==> src/rtl/bcd_pkg.sv <==
// Shared types and constants for the BCD to Excess-3 sequencing controller.
package bcd_pkg;

    typedef enum logic [1:0] {
        IDLE = 2'd0,
        CONV = 2'd1,
        DONE = 2'd2
    } state_e;

    localparam logic [3:0] EX3_OFFSET = 4'd3;
    localparam logic [3:0] BCD_MAX    = 4'd9;

endpackage

==> src/rtl/bcd_digit_ex3.sv <==
// Single-digit BCD to Excess-3 converter; non-BCD digits map to 0 and raise invalid_o.
module bcd_digit_ex3
    import bcd_pkg::*;
(
    input  logic [3:0] digit_i,
    output logic [3:0] ex3_o,
    output logic       invalid_o
);

    // 9 + 3 = 4'hC fits in a nibble, so no carry handling is needed
    always_comb begin
        invalid_o = (digit_i > BCD_MAX);
        ex3_o     = invalid_o ? 4'h0 : (digit_i + EX3_OFFSET);
    end

endmodule

==> src/rtl/bcd_ex3_seq_ctrl.sv <==
// Converts a packed multi-digit BCD word to Excess-3, one digit per cycle, LSD first,
// through a single shared digit converter. Valid/ready handshakes on both sides.
module bcd_ex3_seq_ctrl
    import bcd_pkg::*;
#(
    parameter int unsigned DIGITS = 4
) (
    input  logic                  clk,
    input  logic                  rst_n,
    input  logic                  in_valid,
    output logic                  in_ready,
    input  logic [4*DIGITS-1:0]   in_bcd,
    output logic                  out_valid,
    input  logic                  out_ready,
    output logic [4*DIGITS-1:0]   out_ex3,
    output logic                  out_err,
    output logic                  busy
);

    localparam int unsigned W    = 4 * DIGITS;
    localparam int unsigned IdxW = (DIGITS > 1) ? $clog2(DIGITS) : 1;
    localparam logic [IdxW-1:0] LastIdx = IdxW'(DIGITS - 1);

    state_e          state_q, state_d;
    logic [W-1:0]    word_q,  word_d;
    logic [W-1:0]    res_q,   res_d;
    logic [IdxW-1:0] idx_q,   idx_d;
    logic            err_q,   err_d;
    // Set once the last digit is written; CONV spends one more cycle before DONE
    logic            last_q,  last_d;

    logic [3:0] conv_digit;
    logic [3:0] conv_ex3;
    logic       conv_inv;

    assign conv_digit = word_q[{idx_q, 2'b00} +: 4];

    bcd_digit_ex3 u_digit (
        .digit_i   (conv_digit),
        .ex3_o     (conv_ex3),
        .invalid_o (conv_inv)
    );

    // Next-state: accept in IDLE, walk digits in CONV, hold result in DONE
    always_comb begin
        state_d = state_q;
        word_d  = word_q;
        res_d   = res_q;
        idx_d   = idx_q;
        err_d   = err_q;
        last_d  = last_q;
        case (state_q)
            IDLE: begin
                if (in_valid) begin
                    word_d  = in_bcd;
                    res_d   = '0;
                    err_d   = 1'b0;
                    idx_d   = '0;
                    last_d  = 1'b0;
                    state_d = CONV;
                end
            end
            CONV: begin
                if (last_q) begin
                    state_d = DONE;
                end else begin
                    res_d[{idx_q, 2'b00} +: 4] = conv_ex3;
                    err_d = err_q | conv_inv;
                    if (idx_q == LastIdx) begin
                        last_d = 1'b1;
                    end else begin
                        idx_d = idx_q + 1'b1;
                    end
                end
            end
            DONE: begin
                if (out_ready) begin
                    state_d = IDLE;
                end
            end
            default: state_d = IDLE;
        endcase
    end

    // State and datapath registers, cleared asynchronously
    always_ff @(posedge clk or negedge rst_n) begin
        if (!rst_n) begin
            state_q <= IDLE;
            word_q  <= '0;
            res_q   <= '0;
            idx_q   <= '0;
            err_q   <= 1'b0;
            last_q  <= 1'b0;
        end else begin
            state_q <= state_d;
            word_q  <= word_d;
            res_q   <= res_d;
            idx_q   <= idx_d;
            err_q   <= err_d;
            last_q  <= last_d;
        end
    end

    assign in_ready  = (state_q == IDLE);
    assign out_valid = (state_q == DONE);
    assign busy      = (state_q != IDLE);
    assign out_ex3   = res_q;
    assign out_err   = err_q;

endmodule

==> config.mk <==
export PLATFORM = sky130hd
export DESIGN_NAME = bcd_ex3_seq_ctrl
export DESIGN_NICKNAME = d
export VERILOG_FILES = /design/src/rtl/bcd_pkg.sv /design/src/rtl/bcd_digit_ex3.sv /design/src/rtl/bcd_ex3_seq_ctrl.sv
export SDC_FILE = /design/constraint.sdc
export NUM_CORES = 1
export LEC_CHECK = 0
export ABC_AREA = 1
export BUFFER_PORTS_ARGS = -buffer_cell sky130_fd_sc_hd__buf_4
export CAP_MARGIN = 40
export CORE_ASPECT_RATIO = 1.1
export CORE_MARGIN = 3
export CORE_UTILIZATION = 45
export CTS_BUF_LIST = sky130_fd_sc_hd__clkbuf_2
export DETAILED_ROUTE_END_ITERATION = 12
export GPL_TIMING_DRIVEN = 0
export PLACE_DENSITY = 0.68
export SLEW_MARGIN = 10
export SYNTH_ARGS = -nofsm -noshare
export SYNTH_HDL_FRONTEND = slang
export SYNTH_SLANG_ARGS = --single-unit
==> constraint.sdc <==
create_clock -name clk -period 3.1 [get_ports clk]
set_input_delay 0.62 -clock clk [delete_from_list [all_inputs] [get_ports clk]]
set_output_delay 0.62 -clock clk [all_outputs]
set_load 0.1 [all_outputs]
After elaboration in Yosys (flattened, before gate mapping)
Cells that the tools add are included.
{"block": "word_totals", "input_bits": 20, "register_bits": 38, "wordCells": 49, "output_inout_bits": 20}
{"block": "classes", "n_shift": 3, "n_mux": 19, "n_addsub": 3, "n_reduce_logical": 8, "eq_ne": 8, "bitwise": 1, "n_lt_le_gt_ge": 1}
{"operator": "16-bit two-way mux", "count": 2}
{"operator": "16-bit case mux with 2 select lines", "count": 1}
{"operator": "16-bit bitwise mux", "count": 1}
{"operator": "4-bit by 6-bit variable shift with 16-bit output, first input constant", "count": 1}
{"operator": "16-bit by 5-bit indexed part select with 4-bit output", "count": 1}
{"operator": "4-bit by 6-bit indexed part select with 16-bit output", "count": 1}
{"operator": "2-bit two-way mux", "count": 6}
{"operator": "2-bit != test, second input constant", "count": 4}
{"operator": "4-bit negator with 6-bit output", "count": 1}
{"operator": "2-bit case mux with 3 select lines", "count": 1}
{"operator": "3-bit AND reduction", "count": 2}
{"operator": "4-bit by 2-bit adder with 4-bit output, second input constant", "count": 1}
{"operator": "2-bit equality test, second input constant", "count": 2}
{"operator": "4-bit greater-than comparator, second input constant", "count": 1}
{"operator": "1-bit two-way mux", "count": 4}
{"operator": "4-bit two-way mux", "count": 1}
{"operator": "1-bit case mux with 2 select lines", "count": 2}
{"operator": "2-bit case mux with 2 select lines", "count": 1}
{"operator": "2-bit AND reduction", "count": 2}
{"operator": "4-bit AND reduction", "count": 1}
{"operator": "2-bit nonzero test", "count": 2}
{"operator": "2-bit by 1-bit adder with 2-bit output, second input constant", "count": 1}
{"operator": "2-bit by 1-bit equality test with 1-bit output, second input constant", "count": 1}
{"operator": "2-bit zero test", "count": 1}
{"operator": "2 further kinds", "count": 2}

Logic depth before layout (Yosys ltp)
{"block": "logic_depth", "word_depth": 7, "mapped_depth": 12, "depth_no_buf": 11}

Cells and area by module
From an unflattened synthesis, not the netlist that was laid out.
{"block": "unflattened", "hier_cells": 267, "hier_area_um2": 1976.9}
{"mod": "bcd_ex3_seq_ctrl", "seq_area_each_um2": 950.9, "n_inst": 1, "area_each_um2": 1878.1, "cells_per_inst": 249}
{"mod": "bcd_digit_ex3", "seq_area_each_um2": 0.0, "n_inst": 1, "area_each_um2": 98.8, "cells_per_inst": 18}

Least setup slack after synthesis
OpenSTA, ideal clock, no wires.
{"block": "synth_timing", "kind": "register -> output", "startpoint": "register state_q[1]", "endpoint": "output out_valid", "slack_ns": 0.774, "t_arrival_ns": 1.706, "path_stages_with_launch": 3, "required_time_ns": 2.480, "n_path_buf": 0, "path_cell_list": "dfrtp_1 inv_1 nor2_1"}
{"block": "synth_via", "elab_chain_len": 1}
{"element": "start, declared", "line": "bcd_ex3_seq_ctrl.sv:24", "text": "state_e state_q, state_d;"}
{"element": "start signal, assigned", "line": "bcd_ex3_seq_ctrl.sv:95", "text": "state_q <= state_d;"}
{"element": "2-bit equality test", "line": "bcd_ex3_seq_ctrl.sv:105", "text": "assign out_valid = (state_q == DONE);"}
{"element": "end, declared", "line": "bcd_ex3_seq_ctrl.sv:13", "text": "output logic out_valid,"}
No other way between the ends.

Final worst setup path
{"block": "layout_timing", "startpoint": "register idx_q[0]", "endpoint": "register res_q[13] (netlist: out_ex3[13])"}
{"block": "layout_via", "elab_chain_len": 7, "word_cells_on_any_way": 10, "cone_classes": "add/sub (2); order compare (1); shift (3); mux (4)"}
{"element": "start, declared", "line": "bcd_ex3_seq_ctrl.sv:27", "text": "logic [IdxW-1:0] idx_q, idx_d;"}
{"element": "start signal, assigned", "line": "bcd_ex3_seq_ctrl.sv:98", "text": "idx_q <= idx_d;"}
{"element": "16-bit by 5-bit indexed part select with 4-bit output", "line": "bcd_ex3_seq_ctrl.sv:36", "text": "assign conv_digit = word_q[{idx_q, 2'b00} +: 4];"}
{"element": "4-bit by 2-bit adder with 4-bit output or 4-bit greater-than comparator (tied branches)", "line": "bcd_digit_ex3.sv:13, bcd_digit_ex3.sv:12"}
{"element": "4-bit two-way mux", "line": "bcd_digit_ex3.sv:13", "text": "ex3_o = invalid_o ? 4'h0 : (digit_i + EX3_OFFSET);"}
{"element": "4-bit by 6-bit indexed part select with 16-bit output", "line": "bcd_ex3_seq_ctrl.sv:67", "text": "res_d[{idx_q, 2'b00} +: 4] = conv_ex3;"}
{"element": "16-bit bitwise mux *", "line": "bcd_ex3_seq_ctrl.sv:67"}
{"element": "16-bit two-way mux *", "line": "bcd_ex3_seq_ctrl.sv:64", "text": "if (last_q) begin"}
{"element": "16-bit case mux with 2 select lines *", "line": "bcd_ex3_seq_ctrl.sv:52", "text": "case (state_q)"}
{"element": "end signal, assigned", "line": "bcd_ex3_seq_ctrl.sv:97", "text": "res_q <= res_d;"}
{"element": "end, declared", "line": "bcd_ex3_seq_ctrl.sv:26", "text": "logic [W-1:0] res_q, res_d;"}
Mark *: on every way between the ends. The rest lies on a longest branch, timed or not. The select of a mux whose other input is x is not followed.
A chain may end at the register's enable or synchronous reset.

==> impl_metrics.csv <==
group,metric,value,unit
status,status,"finished, final reports clean",
global_route,overflow,0,
drt,drtIter0Drc,65,
setup_path,start_kind,"flop",
synthesis,synth_top_flop_cell,"dfrtp_1",
setup_path,crit_arrival,2.46,ns
finish,nets,300,
setup_path,reg2reg_slack,0.92,ns
setup_path,r2r-end,"out_ex3[13]$_DFFE_PN0P_",
finish,syn_to_final_growth,20.2,%
drt,avgViaCountPerCell,4.81,
setup_path,slowest_delay,0.51,ns
timing,holdWs,0.155,ns
drt,postRouteAntennaNets,0,
drt,wire_per_inst,12.2,um
finish,fill_cells,421,
finish,regArea,951,um^2
place,dp_hpwl,3120,um
place,io_buffers,39,
drt,routed_wl,3990,um
setup_path,worst-path-buf-inv,3,
clock_network,postCtsSetupBuffers,0,
synthesis,synth.yosys.seq_area_share,48.3,%
setup_path,r2r_start,"idx_q[0]$_DFFE_PN0P_",
setup_path,slowest_stage,"dfrtp_1",
finish,multiInputGateArea,893,um^2
clock_network,cts_hold_buffers,0,
finish,drive_gt1_share,31.6,%
clock_network,clk_latency,0.39,ns
setup_path,cp_cell_sequence,"inv_2 -> buf_6 -> nand2_1 -> nand3_1 -> nand2_1 -> ha_1 -> or2_2 -> a21oi_4 -> inv_4 -> nand4_2 -> o21ai_1",
floorplan,io-pin-count,40,
synthesis,synth_top_cell_by_area,"dfrtp_1",
synthesis,yosys-top-cells-area,"dfrtp_1 (48%), nand2_1 (17%), ha_1 (3.8%)",
timing,rsz0062_at_grt,"false",
global_route,antenna_found_initial,0,
timing,tightest_slew,0.470,ns
synthesis,synthCells,228,
clock_network,cts_resized,0,
floorplan,initial_utilization,48.2,%
timing,final.setup.tns,0,ns
flow_run,max-cap-violations,0,
setup_path,cp_max_fo,11,
floorplan,die_w,69.0,um
clock_network,clock_sinks,38,
setup_path,critPathTopFamily,"simple AND/OR/NAND/NOR gates",
clock_network,cts_buffers,5,
timing,setup_viol,0,
drt,dr.pass1.iters,4,
floorplan,die_area,5200,um^2
timing,skew,0.0175,ns
global_route,grt_pass1_vias,1591,
timing,layout_worst_path_cycle_share,70.4,%
timing,drv_slew,0,
floorplan,die_h,75.3,um
synthesis,synthArstFlopShare,100,%
place,gp_congestion,0.798,
setup_path,critPathRequiredTime,3.38,ns
setup_path,path_class,"flop to flop",
floorplan,num_rows,24,
global_route,grt_pass1_wl,7090,um
timing,fmax,459,MHz
clock_network,h-tree-depth,2,
clock_network,clk_path_buf_depth,2,
worst_hold_path,hold_path_class,"input port to async pin",
finish,n_antenna_cell,0,
synthesis,ys_warn_count,0,
synthesis,synth_edf_count,0,
clock_network,path_clk_slew,0.19,ns
synthesis,yosys.area.top_type_share,48.3,%
synthesis,synth.distinct_cells,28,
synthesis,synth_seq_cells,38,
clock_network,cts-root-buf,"clkbuf_2",
global_route,grt_max_degree,39,
setup_path,r2r_cells,11,
synthesis,avgSynthCellArea,8.63,um^2
global_route,track_usage,17.3,%
floorplan,core,4080,um^2
timing,slew-limit-headroom,68.6,%
setup_path,cpMostUsedCell,"nand2_1",
setup_path,crit_path_end_kind,"flop",
timing,period_needed,2.18,ns
clock_network,cts_tree,"done",
synthesis,synth_area,1970,um^2
synthesis,syn-num-nets,254,
drt,vias,1574,
drt,drc,0,
timing,hold_viol_final,0,
layout by cell type, fill, tap and decap left out, types with 4 or more instances in the layout:
| cell type | n |
|---|---|
| buf_4 | 39 |
| clkbuf_2 | 6 |
| dfrtp_1 | 38 |
| ha_1 | 6 |
| inv_1 | 14 |
| inv_2 | 7 |
| nand2_1 | 91 |
| nand2_2 | 8 |
| nand3_1 | 7 |
| nand3_2 | 7 |
| nor2_1 | 4 |
| nor2_4 | 4 |
| o21ai_1 | 11 |
| o22ai_1 | 4 |
cells by family after synthesis:
family / Yosys count / synth area share [%]
adders and majority gates: 6 / 3.82
AOI/OAI and AO/OA: 25 / 8.33
DFF: 38 / 48.3
buffers and inverters: 27 / 6.23
and+or+nand+nor: 132 / 33.3
layout make-up:
type	instances	share of cell area [%]
clock inverter	2	0.371
multi-input combinational	163	37.8
tap	52	2.75
clock buffer	6	1.27
buffer	5	1.59
timing repair buffer	39	12.4
inverter	22	3.60
sequential	38	40.2
metal layers:
metal | GRT usage (%) | wire length [um]
met1 | 20.3 | 1710
met2 | 31.9 | 2040
met3 | 4.22 | 180
met4 | 5.21 | 57
met5 | 0 | 0
sequential cells by signal, summed over array words and instances, names as in the netlist:
register and flops:
out_err 1, word_q 16, last_q 1, state_q 2, out_ex3 16, idx_q 2
Yosys cell counts, types with 3 or more instances:
library cell,n
nand2_1,91
inv_1,14
nand2_2,8
buf_2,3
nand3_2,7
dfrtp_1,38
nor2_4,4
o22ai_1,4
o21ai_1,11
nand3_1,7
nor2_1,4
inv_2,7
nand4_2,3
ha_1,6
worst max path at each step:
stage | to | cells past startpoint | slack, ns | from
floorplan | out_valid | 2 | 0.77 | state_q[1]$_DFFE_PN0P_
CTS | out_ex3[13]$_DFFE_PN0P_ | 11 | 0.89 | idx_q[0]$_DFFE_PN0P_
finish | out_ex3[13]$_DFFE_PN0P_ | 11 | 0.92 | idx_q[0]$_DFFE_PN0P_
global placement | out_ex3[4]$_DFFE_PN0P_ | 11 | 0.96 | idx_q[0]$_DFFE_PN0P_
global route | out_ex3[13]$_DFFE_PN0P_ | 11 | 0.76 | idx_q[0]$_DFFE_PN0P_
detailed placement | out_ex3[13]$_DFFE_PN0P_ | 11 | 0.94 | idx_q[0]$_DFFE_PN0P_
metrics by stage:
| step | utilization, % | std cells | cell area [um^2] | worst slack (ns) |
|---|---|---|---|---|
| 6_report | 57.9 | 327 | 2360 | 0.919 |
| 5_1_grt | 57.9 | 327 | 2360 | 0.765 |
| 4_1_cts | 57.9 | 327 | 2360 | 0.890 |
| 3_5_place_dp | 56.9 | 319 | 2320 | 0.941 |
| 3_3_place_gp | 56.9 | 319 | 2320 | 0.961 |
| 2_1_floorplan | - | 228 | 1970 | 0.774 |
Power is not shown: default switching activity piles up to over one toggle a cycle in this logic, so the estimate is an artifact.
